[src/rtl/clk_div_pkg.sv]
// Shared constants and per-channel state type for the clk_div_gen divider.
// Optional strobe outputs are enabled by defining CLK_DIV_STROBE_EN.
package clk_div_pkg;

    localparam int CLK_DIV_CNT_W        = 16;
    localparam int CLK_DIV_DEFAULT_HALF = 750;

    typedef struct packed {
        logic [CLK_DIV_CNT_W-1:0] cnt;
        logic [CLK_DIV_CNT_W-1:0] act;
        logic [CLK_DIV_CNT_W-1:0] shd;
        logic                     pend;
        logic                     clk_out;
    } clk_div_ch_state_t;

endpackage

[src/rtl/clk_div_ch.sv]
// One divider channel: half-period counter, shadow/apply of new half-periods, strobes.
// rise_stb/fall_stb exist only when CLK_DIV_STROBE_EN is defined.
module clk_div_ch
    import clk_div_pkg::*;
#(
    parameter int CNT_W        = CLK_DIV_CNT_W,
    parameter int DEFAULT_HALF = CLK_DIV_DEFAULT_HALF
) (
    input  logic             clk,
    input  logic             rst_n,
    input  logic             en,
    input  logic             sync,
    input  logic             load,
    input  logic [CNT_W-1:0] load_half,
    output logic             pend,
    output logic             clk_out
`ifdef CLK_DIV_STROBE_EN
    ,
    output logic             rise_stb,
    output logic             fall_stb
`endif
);

    logic [CNT_W-1:0] cnt;
    logic [CNT_W-1:0] act;
    logic [CNT_W-1:0] shd;
    logic             terminal;
    logic             clk_nxt;

    assign terminal = (cnt == act - 1'b1);

    always_comb begin
        clk_nxt = clk_out;
        if (!en || sync) begin
            clk_nxt = 1'b0;
        end else if (terminal) begin
            clk_nxt = ~clk_out;
        end
    end

    // New half-periods only take effect at the end of a full period (falling toggle),
    // so every period keeps 50 % duty; idle channels or sync apply them immediately.
    always_ff @(posedge clk or negedge rst_n) begin
        if (!rst_n) begin
            cnt     <= '0;
            act     <= CNT_W'(DEFAULT_HALF);
            shd     <= CNT_W'(DEFAULT_HALF);
            pend    <= 1'b0;
            clk_out <= 1'b0;
        end else begin
            clk_out <= clk_nxt;
            if (!en || sync || terminal) begin
                cnt <= '0;
            end else begin
                cnt <= cnt + 1'b1;
            end
            if (en && sync) begin
                if (load) begin
                    act  <= load_half;
                    shd  <= load_half;
                    pend <= 1'b0;
                end else if (pend) begin
                    act  <= shd;
                    pend <= 1'b0;
                end
            end else begin
                if (pend && (!en || (terminal && clk_out))) begin
                    act  <= shd;
                    pend <= 1'b0;
                end
                if (load) begin
                    shd  <= load_half;
                    pend <= 1'b1;
                end
            end
        end
    end

`ifdef CLK_DIV_STROBE_EN
    always_ff @(posedge clk or negedge rst_n) begin
        if (!rst_n) begin
            rise_stb <= 1'b0;
            fall_stb <= 1'b0;
        end else begin
            rise_stb <= clk_nxt & ~clk_out;
            fall_stb <= ~clk_nxt & clk_out;
        end
    end
`endif

endmodule

[src/rtl/clk_div_gen.sv]
// Multi-channel programmable 50 %-duty clock divider with cfg port and common sync.
// Define CLK_DIV_STROBE_EN to add the rise_stb/fall_stb outputs.
module clk_div_gen
    import clk_div_pkg::*;
#(
    parameter  int CHANNELS     = 2,
    parameter  int CNT_W        = CLK_DIV_CNT_W,
    parameter  int DEFAULT_HALF = CLK_DIV_DEFAULT_HALF,
    localparam int CH_W         = (CHANNELS > 1) ? $clog2(CHANNELS) : 1
) (
    input  logic                clk,
    input  logic                rst_n,
    input  logic [CHANNELS-1:0] ch_en,
    input  logic                sync,
    input  logic                cfg_valid,
    output logic                cfg_ready,
    input  logic [CH_W-1:0]     cfg_ch,
    input  logic [CNT_W-1:0]    cfg_half,
    output logic [CHANNELS-1:0] clk_out
`ifdef CLK_DIV_STROBE_EN
    ,
    output logic [CHANNELS-1:0] rise_stb,
    output logic [CHANNELS-1:0] fall_stb
`endif
);

    logic [CHANNELS-1:0]  pend;
    logic [2**CH_W-1:0]   pend_ext;
    logic [CNT_W-1:0]     half_eff;
    logic                 xfer;

    // Unused channel addresses read as never-pending, so they are accepted and dropped.
    always_comb begin
        pend_ext                 = '0;
        pend_ext[CHANNELS-1:0]   = pend;
    end

    assign cfg_ready = ~pend_ext[cfg_ch];
    assign xfer      = cfg_valid && cfg_ready;
    assign half_eff  = (cfg_half == '0) ? CNT_W'(1) : cfg_half;

    for (genvar i = 0; i < CHANNELS; i++) begin : g_ch
        clk_div_ch #(
            .CNT_W        (CNT_W),
            .DEFAULT_HALF (DEFAULT_HALF)
        ) u_ch (
            .clk       (clk),
            .rst_n     (rst_n),
            .en        (ch_en[i]),
            .sync      (sync),
            .load      (xfer && (cfg_ch == CH_W'(i))),
            .load_half (half_eff),
            .pend      (pend[i]),
            .clk_out   (clk_out[i])
`ifdef CLK_DIV_STROBE_EN
            ,
            .rise_stb  (rise_stb[i]),
            .fall_stb  (fall_stb[i])
`endif
        );
    end

endmodule
[config.mk]
export PLATFORM = sky130hd
export DESIGN_NAME = clk_div_gen
export DESIGN_NICKNAME = d
export VERILOG_FILES = /design/src/rtl/clk_div_pkg.sv /design/src/rtl/clk_div_ch.sv /design/src/rtl/clk_div_gen.sv
export SDC_FILE = /design/constraint.sdc
export NUM_CORES = 1
export LEC_CHECK = 0
export ABC_AREA = 1
export ABC_CLOCK_PERIOD_IN_PS = 5100
export CORE_ASPECT_RATIO = 1.25
export CORE_UTILIZATION = 40
export DETAILED_ROUTE_END_ITERATION = 16
export GPL_ROUTABILITY_DRIVEN = 0
export HOLD_SLACK_MARGIN = 0.06
export PLACE_DENSITY = 0.62
export SLEW_MARGIN = 25
export SYNTH_ARGS = -nofsm -noshare
export SYNTH_HDL_FRONTEND = slang
export SYNTH_HIERARCHICAL = 1
export SYNTH_SLANG_ARGS = --single-unit
[constraint.sdc]
create_clock -name clk -period 5.1 [get_ports clk]
set_input_delay 1.02 -clock clk [delete_from_list [all_inputs] [get_ports clk]]
set_output_delay 1.02 -clock clk [all_outputs]
set_load 0.01 [all_outputs]
==> metrics <==
WP data arrival between 2 and 2.5 ns; Initial Util 41.16%; Top Ports 26; clk_skew roughly 0.0066 ns; Post-synth EDFFs 0; final setup fails 0; hold buffers post-CTS 0; FF-to-FF Start g_ch[0].u_ch/act[0]; Yosys reg bits 100; Syn Inst Count just under 900; die height between 100 and 150 µm; vias in the first global route 5069; Compound-Gate Fraction of Synth Area between 7 and 8%; CORE AREA between 15000 and 20000 µm²; setup bufs post-CTS 0; root buffer cell clkbuf_16; post-synthesis sequential area ratio approximately 41%; FF-to-FF path depth 11; Hold Path Origin g_ch[0].u_ch/act[1]; Synth Area in Simple Gates between 30% and 40%; CP Capture Type primary output; final net count between 900 and 1000; largest net degree at the start of global routing 65; Antenna Cells 0; share of cells above drive strength 1 approximately 8.8%; synthesized cell area between 6000 and 7000 µm²; area delta synth->final 10.14%; die area ~16000 µm²; worst setup path category primary input to primary output; WHS Path Cells 2; headroom to the max-slew limit around 45%; post-DR wirelength/cell about 13 µm; critical path fanouts, max 3; Synth Warn # 6; Tot GR Track Use approximately a fifth; maximum buffer depth of the clock tree 2; syn nets between 900 and 1000; final worst-path cycle share between 60% and 70%; final setup TNS 0 ns; Adder-Cell Fraction of Synth Area less than 1%; RSZ-0062 raised after global routing false; Leak between 0.003 and 0.004 µW; library cells used by synthesis 39; Clock Sinks 100; multi-input logic area between 3000 and 4000 µm²; async set-or-reset flop fraction in the synthesized netlist 100.0%; r2r endpoint g_ch[0].u_ch/cnt[13]; Final ANT Viol Nets 0; min-delay worst type flop to flop; first-pass detailed-route iteration total 5; Cell Count, Final, Fillers Out 1080; final WL about 14 mm; worst-path cell chain clkdlybuf4s50_1, mux2i_1, clkdlybuf4s50_1; htree depth 3; max_cap viols 0; post-synthesis mux area share less than 1%; TritonCTS clock tree done; Worst path slowest cell clkdlybuf4s50_1; Post-CTS Resized 0; clock slew at reported path FFs 0.07 ns; Critical Path Source Type primary input; Least-Margin Pin Slew approximately 0.83 ns; Most used DFF post-synth dfrtp_1; largest family of logic cells by synthesized area simple AND/OR/NAND/NOR gates; antenna violations before repair 0; flop2flop setup slack 2.57 ns; f_max between 300 and 400 MHz; Hold EP g_ch[0].u_ch/act[1]; TritonCTS Buffers 9; Vias roughly 5200; Fill cells roughly 1600; chip width between 100 and 150 µm; remaining global-route overflow 0; cell count after placement 1065; Fin. Hold Viols 0; Clk Latency, worst-skew pair about 0.34 ns; first-pass GRT wire length 24.45 mm; CP startpoint cfg_ch; Iteration-0 DRC Markers between 200 and 250; routed vias/inst roughly 5; drc violations 0; register area roughly 2500 µm²; CP Data Required Time 4.08 ns; XOR/XNOR share of the synthesized area between 4 and 5%; Fin Hold WS between 0.4 and 0.5 ns; Slew Viols, Final 0; PD cells 370.6 nW/µm²; # rows 50; port buffer count 25; slowest stage delay, CP 0.55 ns; Peak VDD IR around 0.18 mV; status finished clean; Final min period around 3.3 ns; Detailed Place HPWL 10.89 mm; CP most frequent cell clkdlybuf4s50_1; Synth Area per Inst around 6.9 µm²
metrics by stage:
step / instance area [µm²] / power, µW / setup WS, ns / util (%)
3_5_place_dp: 6521 / 1880 / 1.793 / 43.43
6_report: 6807 / 2522 / 1.792 / 45.33
4_1_cts: 6807 / 2555 / 1.784 / 45.33
3_3_place_gp: 6521 / 1869 / 1.814 / 43.43
2_1_floorplan: 6180 / 1670 / 2.802 / -
5_1_grt: 6807 / 2730 / 1.725 / 45.33
cell families (layout without fill, tap and decap cells):
logic type | after synthesis | in the layout
flip-flops | 100 | 100
multiplexers | 1 | 1
AO/OA/AOI/OAI | 84 | 84
AND/OR/NAND/NOR | 526 | 526
buffers and inverters | 143 | 151
adder cells (fa/ha/maj) | 4 | 4
XOR/XNOR | 32 | 32
critical path, delay by kind of cell:
family | cells | cell delay (ns)
buf+inv | 2 | 1.08
mux | 1 | 0.19
final cells by class:
type                       instances  share of cell area (%)
tap                              182                   3.346
clock inverter                     4                  0.4779
sequential                       100                   37.28
inverter                         108                   5.956
timing repair buffer              28                   3.971
clock buffer                      11                   3.713
multi-input combinational        647                   45.26
per-layer routing:
layer	global-route usage, %	vias to the layer above	wire (µm)
met5	0	-	0
met4	7.133	0	365
met3	3.224	17	281
met2	34.00	55	7226
met1	24.07	2396	6439
li1	-	2777	-
power by group:
part,leakage [µW],switching [µW],internal [µW]
logic,0.00184,502,279
registers,0.00124,128,953
clock network,0.000140,300,360
cells in the final DEF (no fill, tap or decap), types with 6 or more instances in the layout:
| master | netlist | layout |
|---|---|---|
| dfstp_2 | 28 | 28 |
| nand3_1 | 67 | 67 |
| inv_1 | 107 | 107 |
| dfrtp_1 | 72 | 72 |
| clkdlybuf4s50_1 | 0 | 24 |
| clkbuf_16 | 0 | 9 |
| nand4_1 | 6 | 6 |
| nor3_1 | 13 | 12 |
| nand2_2 | 7 | 7 |
| xor2_1 | 18 | 18 |
| nor2_1 | 103 | 103 |
| nand3b_1 | 7 | 7 |
| a21oi_1 | 6 | 6 |
| nor2_2 | 6 | 6 |
| xnor2_1 | 14 | 14 |
| nand2_1 | 290 | 290 |
| o21ai_0 | 71 | 71 |
registers in the layout, indices dropped and copies added (netlist names):
signal / count
g_ch.u_ch/act: 32
g_ch.u_ch/cnt: 32
g_ch.u_ch/shd: 32
g_ch.u_ch/clk_out: 2
g_ch.u_ch/pend: 2
cell usage after synthesis (all sizes together) (8+ instances only):
| library cell | count | area [µm²] |
|---|---|---|
| clkbuf | 27 | 101.4 |
| dfrtp | 72 | 1802 |
| xnor2 | 14 | 122.6 |
| xor2 | 18 | 157.7 |
| buf | 8 | 65.06 |
| nor3 | 15 | 85.08 |
| o21ai | 72 | 360.3 |
| inv | 108 | 405.4 |
| nand3 | 69 | 355.3 |
| dfstp | 28 | 735.7 |
| nor2 | 114 | 480.5 |
| nand2 | 302 | 1189 |
how the worst max path moves through the flow:
stage / to / slack (ns) / cells past startpoint
after floorplan: cfg_ready / 2.80 / 1
after global placement: cfg_ready / 1.81 / 3
after detailed placement: cfg_ready / 1.79 / 3
after CTS: cfg_ready / 1.78 / 3
after global routing: cfg_ready / 1.72 / 3
final: cfg_ready / 1.79 / 3
Power figures use the tool's default switching activity.
